`config.mk`:
```
export PLATFORM = sky130hd
export DESIGN_NAME = lc3_pipe_controller
export DESIGN_NICKNAME = d
export VERILOG_FILES = /design/src/rtl/lc3_pipe_controller.sv
export SDC_FILE = /design/constraint.sdc
export NUM_CORES = 1
export LEC_CHECK = 0
export BUFFER_PORTS_ARGS = -buffer_cell sky130_fd_sc_hd__buf_2
export CELL_PAD_IN_SITES_DETAIL_PLACEMENT = 0
export CELL_PAD_IN_SITES_GLOBAL_PLACEMENT = 1
export CORE_MARGIN = 3
export CORE_UTILIZATION = 23
export DETAILED_ROUTE_END_ITERATION = 10
export PLACE_DENSITY_LB_ADDON = 0.1
export RECOVER_POWER = 50
export SYNTH_ARGS = -nofsm -noshare
export SYNTH_HDL_FRONTEND = slang
export SYNTH_SLANG_ARGS = --single-unit
```
`constraint.sdc`:
```
create_clock -name clk -period 1.5 [get_ports clk]
set_input_delay 0.075 -clock clk [delete_from_list [all_inputs] [get_ports clk]]
set_output_delay 0.075 -clock clk [all_outputs]
set_load 0.005 [all_outputs]
```
`src/rtl/lc3_pipe_controller.sv`:
```
// Central sequencer for the 5-stage LC3 pipeline: stage enables, execute bypass selects,
// memory-access FSM and BR/JMP hazard handling. Optional perf counters: LC3_CTRL_PERF_EN.
module lc3_pipe_controller #(
   parameter int BR_BUBBLES = 3,
   parameter int CNT_W      = 16
) (
   input  logic        clk,
   input  logic        rst,
   input  logic        complete_instr,
   input  logic        complete_data,
   input  logic [15:0] IMem_dout,
   input  logic [15:0] IR,
   input  logic [15:0] IR_Exec,
   input  logic [2:0]  NZP,
   input  logic [2:0]  psr,
   output logic        enable_updatePC,
   output logic        enable_fetch,
   output logic        enable_decode,
   output logic        enable_execute,
   output logic        enable_writeback,
   output logic        bypass_alu_1,
   output logic        bypass_alu_2,
   output logic        bypass_mem_1,
   output logic        bypass_mem_2,
   output logic [1:0]  mem_state,
   output logic        br_taken
`ifdef LC3_CTRL_PERF_EN
  ,output logic [CNT_W-1:0] stall_cnt,
   output logic [CNT_W-1:0] br_cnt
`endif
);

   if (BR_BUBBLES < 2 || BR_BUBBLES > 4 || CNT_W < 1) begin : g_param_check
      $error("lc3_pipe_controller: BR_BUBBLES must be 2..4 and CNT_W >= 1");
   end

   typedef enum logic [1:0] {MEM_READ = 2'd0, MEM_IND = 2'd1, MEM_WRITE = 2'd2, MEM_IDLE = 2'd3} mem_state_t;
   typedef enum logic [1:0] {CTRL_RUN = 2'd0, CTRL_HOLD = 2'd1, CTRL_RESOLVE = 2'd2} ctrl_state_t;

   localparam int                HOLD_W    = (BR_BUBBLES > 2) ? $clog2(BR_BUBBLES) : 1;
   localparam logic [HOLD_W-1:0] HOLD_LOAD = HOLD_W'(BR_BUBBLES - 2);

   mem_state_t        mem_state_q, mem_state_d;
   ctrl_state_t       ctrl_state_q, ctrl_state_d;
   logic [HOLD_W-1:0] hold_cnt_q, hold_cnt_d;
   logic              ctrl_pend_q, ctrl_pend_d;
   logic              sti_q, sti_d;
   logic              exec_valid_q, exec_valid_d;

   logic [3:0] op_if, op_id, op_ex;
   logic       ex_alu, ex_load, ex_mem, if_ctrl, id_reads_sr1, id_reads_sr2;
   logic       mem_busy, mem_start, ctrl_seen, run_ok, sr1_hit, sr2_hit, mem_fwd;
   logic       unused_bits;

   assign op_if = IMem_dout[15:12];
   assign op_id = IR[15:12];
   assign op_ex = IR_Exec[15:12];

   assign ex_alu       = op_ex inside {4'b0001, 4'b0101, 4'b1001};
   assign ex_load      = op_ex inside {4'b0010, 4'b0110, 4'b1010};
   assign ex_mem       = ex_load || (op_ex inside {4'b0011, 4'b0111, 4'b1011});
   assign if_ctrl      = op_if inside {4'b0000, 4'b1100};
   assign id_reads_sr1 = op_id inside {4'b0001, 4'b0101, 4'b1001, 4'b0110, 4'b0111, 4'b1100};
   assign id_reads_sr2 = (op_id inside {4'b0001, 4'b0101}) && !IR[5];

   // Instruction fields that no decision in this block depends on.
   assign unused_bits = ^{IR[11:9], IR[4:3], IR_Exec[8:0], IMem_dout[11:0]};

   // A LOAD/STORE is acted on once: exec_valid_q drops only for the stale IR_Exec after reset.
   assign mem_busy  = (mem_state_q != MEM_IDLE);
   assign mem_start = !mem_busy && exec_valid_q && ex_mem;
   assign ctrl_seen = complete_instr && if_ctrl;
   assign run_ok    = !rst && !mem_busy;

   assign enable_decode    = run_ok;
   assign enable_execute   = run_ok;
   assign enable_fetch     = run_ok && (ctrl_state_q == CTRL_RUN);
   assign enable_updatePC  = run_ok && (ctrl_state_q != CTRL_HOLD);
   assign enable_writeback = !rst && (((mem_state_q == MEM_READ) && complete_data) ||
                                      (!mem_busy && !mem_start));
   assign br_taken         = run_ok && (ctrl_state_q == CTRL_RESOLVE) &&
                             ((|(NZP & psr)) || (op_ex == 4'b1100));
   assign mem_state        = mem_state_q;

   assign sr1_hit      = id_reads_sr1 && (IR_Exec[11:9] == IR[8:6]);
   assign sr2_hit      = id_reads_sr2 && (IR_Exec[11:9] == IR[2:0]);
   assign mem_fwd      = !rst && (mem_state_q == MEM_READ) && complete_data && ex_load;
   assign bypass_alu_1 = !rst && ex_alu && sr1_hit;
   assign bypass_alu_2 = !rst && ex_alu && sr2_hit;
   assign bypass_mem_1 = mem_fwd && sr1_hit && !bypass_alu_1;
   assign bypass_mem_2 = mem_fwd && sr2_hit && !bypass_alu_2;

   always_comb begin
      mem_state_d  = mem_state_q;
      sti_d        = sti_q;
      ctrl_state_d = ctrl_state_q;
      hold_cnt_d   = hold_cnt_q;
      ctrl_pend_d  = ctrl_pend_q;
      exec_valid_d = exec_valid_q | enable_execute;

      case (mem_state_q)
         MEM_IDLE: begin
            if (mem_start) begin
               sti_d = (op_ex == 4'b1011);
               if (op_ex inside {4'b1010, 4'b1011}) mem_state_d = MEM_IND;
               else if (ex_load)                    mem_state_d = MEM_READ;
               else                                 mem_state_d = MEM_WRITE;
            end
         end
         MEM_IND: if (complete_data) mem_state_d = sti_q ? MEM_WRITE : MEM_READ;
         default: if (complete_data) mem_state_d = MEM_IDLE;
      endcase

      // A memory stall freezes the branch sequence; a CTRL fetched meanwhile waits in ctrl_pend.
      case (ctrl_state_q)
         CTRL_RUN: begin
            if (mem_busy) begin
               ctrl_pend_d = ctrl_pend_q | ctrl_seen;
            end else if (ctrl_pend_q || ctrl_seen) begin
               ctrl_state_d = CTRL_HOLD;
               hold_cnt_d   = HOLD_LOAD;
               ctrl_pend_d  = 1'b0;
            end
         end
         CTRL_HOLD: begin
            if (!mem_busy) begin
               if (hold_cnt_q == '0) ctrl_state_d = CTRL_RESOLVE;
               else                  hold_cnt_d   = hold_cnt_q - HOLD_W'(1);
            end
         end
         CTRL_RESOLVE: if (!mem_busy) ctrl_state_d = CTRL_RUN;
         default:      ctrl_state_d = CTRL_RUN;
      endcase
   end

   always_ff @(posedge clk) begin
      if (rst) begin
         mem_state_q  <= MEM_IDLE;
         sti_q        <= 1'b0;
         ctrl_state_q <= CTRL_RUN;
         hold_cnt_q   <= '0;
         ctrl_pend_q  <= 1'b0;
         exec_valid_q <= 1'b0;
      end else begin
         mem_state_q  <= mem_state_d;
         sti_q        <= sti_d;
         ctrl_state_q <= ctrl_state_d;
         hold_cnt_q   <= hold_cnt_d;
         ctrl_pend_q  <= ctrl_pend_d;
         exec_valid_q <= exec_valid_d;
      end
   end

`ifdef LC3_CTRL_PERF_EN
   logic [CNT_W-1:0] stall_cnt_q, stall_cnt_d, br_cnt_q, br_cnt_d;

   always_comb begin
      stall_cnt_d = stall_cnt_q;
      br_cnt_d    = br_cnt_q;
      if (!enable_fetch && !(&stall_cnt_q)) stall_cnt_d = stall_cnt_q + CNT_W'(1);
      if (br_taken && !(&br_cnt_q))         br_cnt_d    = br_cnt_q + CNT_W'(1);
   end

   always_ff @(posedge clk) begin
      if (rst) begin
         stall_cnt_q <= '0;
         br_cnt_q    <= '0;
      end else begin
         stall_cnt_q <= stall_cnt_d;
         br_cnt_q    <= br_cnt_d;
      end
   end

   assign stall_cnt = stall_cnt_q;
   assign br_cnt    = br_cnt_q;
`endif

endmodule
```
### Word level (Yosys, flattened, before mapping)

Index checks and enable logic that the tools add are counted.

* register bits after elaboration: 9
* logic and storage cells: 115

* $add $sub $neg: 1
* equal/unequal tests: 33
* multiplexer cells: 18
* bitwise logic cells: 3
* reductions and logical operators: 54

Operators with widths (count)
* == test 4 bit (second input constant): 7
* 2-to-1 mux 2 bit: 13
* == test 4 x 3 -> 1 bit (second input constant): 6
* logical AND 1 bit: 24
* inequality test 2 bit (second input constant): 8
* nonzero test 2 bit: 6
* AND reduction 5 bit: 2
* nonzero test 3 bit: 3
* == test 4 x 1 -> 1 bit (second input constant): 2
* == test 4 x 2 -> 1 bit (second input constant): 2
* case mux 2 bit (2 select lines): 2
* == test 3 bit: 2
* zero test 1 bit: 6
* zero test 2 bit: 3
* case mux 2 bit (3 select lines): 1
* nonzero test 6 bit: 1
* == test 2 x 1 -> 1 bit (second input constant): 2
* == test 2 bit (second input constant): 2
* zero test 4 bit: 1
* logical OR 1 bit: 4
* inequality test 2 x 1 -> 1 bit (second input constant): 2
* AND reduction 2 bit: 2
* AND 3 bit: 1
* AND reduction 3 bit: 1
* 4 further kinds: 6

### Longest topological paths before layout

* word-level depth: 8
* mapped depth: 6
* depth with buffers taken out: 6

### Least setup slack after synthesis

OpenSTA, ideal clock, no wires.

* path type: reg2reg
* start point: register hold_cnt_q[0]
* end point: register hold_cnt_q[0]
* setup time: 0.103 ns
* arrival time: 1.182 ns
* required time: 1.397 ns
* setup slack: 0.214 ns
* cell stages (with the launch flop): 6
* buffers on the path: 0
* path through: dfxtp_1 -> inv_1 -> ha_1 -> nor2b_1 -> o21a_1 -> a2111oi_2

* longest elaborated chain between the ends: 4

RTL lines
* start: declaration: RTL line 45 `logic [HOLD_W-1:0] hold_cnt_q, hold_cnt_d;`
* start signal: assignment: RTL line 148 `hold_cnt_q <= hold_cnt_d;`
* subtractor 2 x 1 -> 2 bit: RTL line 128 `else hold_cnt_d = hold_cnt_q - HOLD_W'(1);`
* 2-to-1 mux 2 bit: RTL line 127 `if (hold_cnt_q == '0) ctrl_state_d = CTRL_RESOLVE;`
* 2-to-1 mux 2 bit: RTL line 126 `if (!mem_busy) begin`
* case mux 2 bit (2 select lines): RTL line 115 `case (ctrl_state_q)`

Several ways; a longest one is shown, not always the timed one. The select of a mux whose other input is x is not followed.
A chain may end at the register's enable or synchronous reset.

### Worst setup path in the final report

* start point: register mem_state_q[1], in the netlist mem_state[1]
* end point: output enable_writeback

* longest elaborated chain between the ends: 8

RTL lines
* start: declaration: RTL line 43 `mem_state_t mem_state_q, mem_state_d;`
* start signal: assignment: RTL line 145 `mem_state_q <= mem_state_d;`
* inequality test 2 bit: RTL line 70 `assign mem_busy = (mem_state_q != MEM_IDLE);`
* zero test 1 bit
* logical AND 1 bit (2 in a row): RTL line 71 `assign mem_start = !mem_busy && exec_valid_q && ex_mem;`
* zero test 1 bit: RTL line 80 `(!mem_busy && !mem_start));`
* logical AND 1 bit: RTL line 80
* logical OR 1 bit (*): RTL line 79 `assign enable_writeback = !rst && (((mem_state_q == MEM_READ) && complete_data) ||`
* logical AND 1 bit (*): RTL line 79
* end: declaration: RTL line 20 `output logic enable_writeback,`

Every way passes the cells marked *; elsewhere a longest branch is shown, timed or not.

==> summary.txt <==
Yosys top cell by area = dfxtp_1
Non-filler cells, final = 182
Worst hold path type = in2reg
Mapped Avg Cell Area = 8.14 µm²
Mapped cell area = 757 µm²
I/O pin count = 70
Die Width = 63.4 µm
Critical Path Source Type = flop
Hold Startpoint = complete_data
Max IR drop VDD = 0.362 mV
Cell leakage power = 0.451 nW
Placed instance area = 983 µm²
#FFs+latches synth = 9
WL/cell = 11.5 µm
Hold Crit Depth = 3
Synth Area in XOR/XNOR = 8.10%
RSZ-0062 raised after global routing = yes
H-tree level count = 1
Largest net degree at the start of global routing = 15
Dpl cells = 176
Starting Density = 24.4%
Routed via count = 853
Fin crit share = 93.3%
Routed WL = 2090 µm
Root buf cell = clkbuf_4
Yosys cell types = 41
Antenna Cells = 0
Reg2Reg Launch Point = hold_cnt_q[0]$_SDFFE_PP0P_
Mapped Cells = 93
Clock-pin slew reported for the worst setup and hold paths after clock tree synthesis = 0.06 ns
Clock Skew = 0.00634 ns
Layout fillers = 365
DP HPWL = 1700 µm
Die area = 4020 µm²
Pwr per Cell Area = 641 nW/µm²
Compound-Gate Fraction of Synth Area = 20.0%
Area grow syn2layout = 36.7%
Clk sinks = 9
Rows = 20
Post-synthesis adder-cell area fraction = 1.65%
Status = complete, no violations
Core Footprint = 3100 µm²
Crit path kind = reg2out
Worst Path Required = 1.42 ns
Share of cells above drive strength 1 = 41.3%
Worst Reg-to-Reg Cells = 5
Final worst slack = 0.101 ns
Drt via density = 4.69
Cell types occupying the most area after synthesis = dfxtp_1 24%, xnor2_1 8.1%, nor2_1 5.5%, buf_6 4.5%, a21oi_1 4.0%
Top cell type's share of synthesized area = 23.8%
Hold Slack = 0.0936 ns
Share of synthesized registers carrying an async set or reset = 0%
Worst Tran Pin Value = 0.463 ns
Seq/Total Area, Yosys = 23.8%
R2r setup slk = 0.15 ns
Bufs on Longest Clock Path = 2
Max-slew headroom = 69.0%
Final min period = 1.40 ns
Final setup vio count = 0
Total GRT Usage = 10.6%
Vias in the first global route = 809
IO Port Bufs = 43
Ys flop type = dfxtp_1
Final hold vios = 0
CP Max Fanout = 5
Mapped Nets = 152
Fmax = 0.715 GHz
Gpl congestion = 0.798
Antenna violations before repair = 0
Fin nets = 198
ANT nets after route = 0
# DRC = 0
Drt initial violations = 20
Overflow after GRT = 0
Chip Height = 63.4 µm
Crit path DAT = 1.32 ns
Max Cap Viol = 0
R2R Path End = hold_cnt_q[0]$_SDFFE_PP0P_
Main combinational cell family by area after synthesis = simple AND/OR/NAND/NOR gates
Cell area after layout = 1030 µm²
CTS tree = built
Synth Area in Simple Gates = 35.0%
Mux contribution to synthesized area = 2.64%
CTS buffer count = 3
Clk Latency, worst-skew pair = 0.26 ns
Pre-antenna DRT Iters = 4
Tot Pwr = 0.000663 W
Yosys warns = 0
Worst setup EP type = primary output
WHS Endpoint = mem_state[0]$_SDFFE_PP1P_
Post-Place Setup Slack = 0.0845 ns
Final Max Slew Viols = 0
Number of synthesized flops with an enable pin = 0
First-pass GRT wire length = 3480 µm
[cell usage in the layout (no fill, tap or decap), types with 2 or more instances in the layout]
cell	instances
nand3b_1	4
nand2b_1	2
a31oi_1	3
a21oi_1	6
buf_2	43
mux2i_1	2
nor3_1	4
o31ai_1	2
nor4_1	2
buf_4	3
xnor2_1	7
dfxtp_1	8
clkbuf_4	3
nand4_1	3
nor2_1	11
inv_1	2
nand3_1	3
nor2b_1	3
nand2_1	3
[synthesized netlist by cell type (2+ instances only)]
master,number
o31ai_1,2
nand2_1,3
nor2b_1,3
nor3_1,4
nor4_1,2
nor2_1,11
a31oi_1,3
nand3b_1,4
mux2i_1,2
nand4_1,3
nand2b_1,2
nand3_1,3
dfxtp_1,9
inv_1,2
xnor2_1,7
a21oi_1,6
buf_6,3
[layout make-up]
cell class / instances / area [µm²] / share of cell area, %
multi-input cells: 76 / 513 / 49.6
repair buffers: 47 / 249 / 24.1
flip-flops and latches: 9 / 184 / 17.8
well taps: 44 / 55.1 / 5.32
clock buffers: 4 / 26.3 / 2.54
inverters: 2 / 7.51 / 0.726
[through the flow]
step	TNS [ns]	utilization [%]
floorplan	0	-
CTS	0	32.6
finish	0	33.3
global placement	0	31.7
global route	-0.0151	33.3
detailed placement	0	31.7
[registers in the layout, summed over array words and instances, names as in the netlist]
signal / cells
ctrl_pend_q: 1
hold_cnt_q: 2
mem_state: 2
exec_valid_q: 1
sti_q: 1
ctrl_state_q: 2
[critical path: stages (launching register included)]
cell and delay (ns):
dfxtp_4 0.36, and2b_2 0.22, and2b_1 0.17, a31oi_1 0.14, nor2_1 0.05, buf_2 0.13
[how the worst max path moves through the flow]
stage                                from                          to  slack (ns)  cells past startpoint
6_report        mem_state[1]$_SDFFE_PP1P_            enable_writeback        0.10                      5
5_1_grt         mem_state[1]$_SDFFE_PP1P_            enable_writeback       -0.02                      5
4_1_cts         mem_state[1]$_SDFFE_PP1P_            enable_writeback        0.03                      5
3_5_place_dp   hold_cnt_q[0]$_SDFFE_PP0P_  hold_cnt_q[0]$_SDFFE_PP0P_        0.08                      5
3_3_place_gp   hold_cnt_q[0]$_SDFFE_PP0P_  hold_cnt_q[0]$_SDFFE_PP0P_        0.14                      5
2_1_floorplan  hold_cnt_q[0]$_SDFFE_PP0P_  hold_cnt_q[0]$_SDFFE_PP0P_        0.21                      5
[logic make-up (layout without fill, tap and decap cells)]
kind of cell             Yosys count  in the layout
AND/OR/NAND/NOR                   45             45
AO/OA/AOI/OAI                     21             21
flip-flops                         9              9
buffers and inverters              8             53
XOR/XNOR                           7              7
multiplexers                       2              2
adder cells (fa/ha/maj)            1              1
[timing repair]
action / 4_1_cts / 5_1_grt
endpoints found under the setup margin: 3 / 3
buffers inserted: 0 / 2
hold buffers: 0 / 0
endpoints found under the hold margin: 0 / 0
resized for setup: 1 / 3
[routing by layer]
metal  vias to the layer above  GRT usage [%]  share of wire [%]
met5                         -              0                  0
met4                         0           3.23               0.43
met3                         2           3.92                5.9
met2                        21           18.1                 48
met1                       390           12.3                 46
li1                        440              -                  -
[power breakdown]
group	total [W]	switching, W	internal (W)
registers	0.000262	0.0000127	0.000249
logic	0.000215	0.000105	0.000110
clock network	0.000185	0.0000830	0.000102
Power figures use the tool's default switching activity.
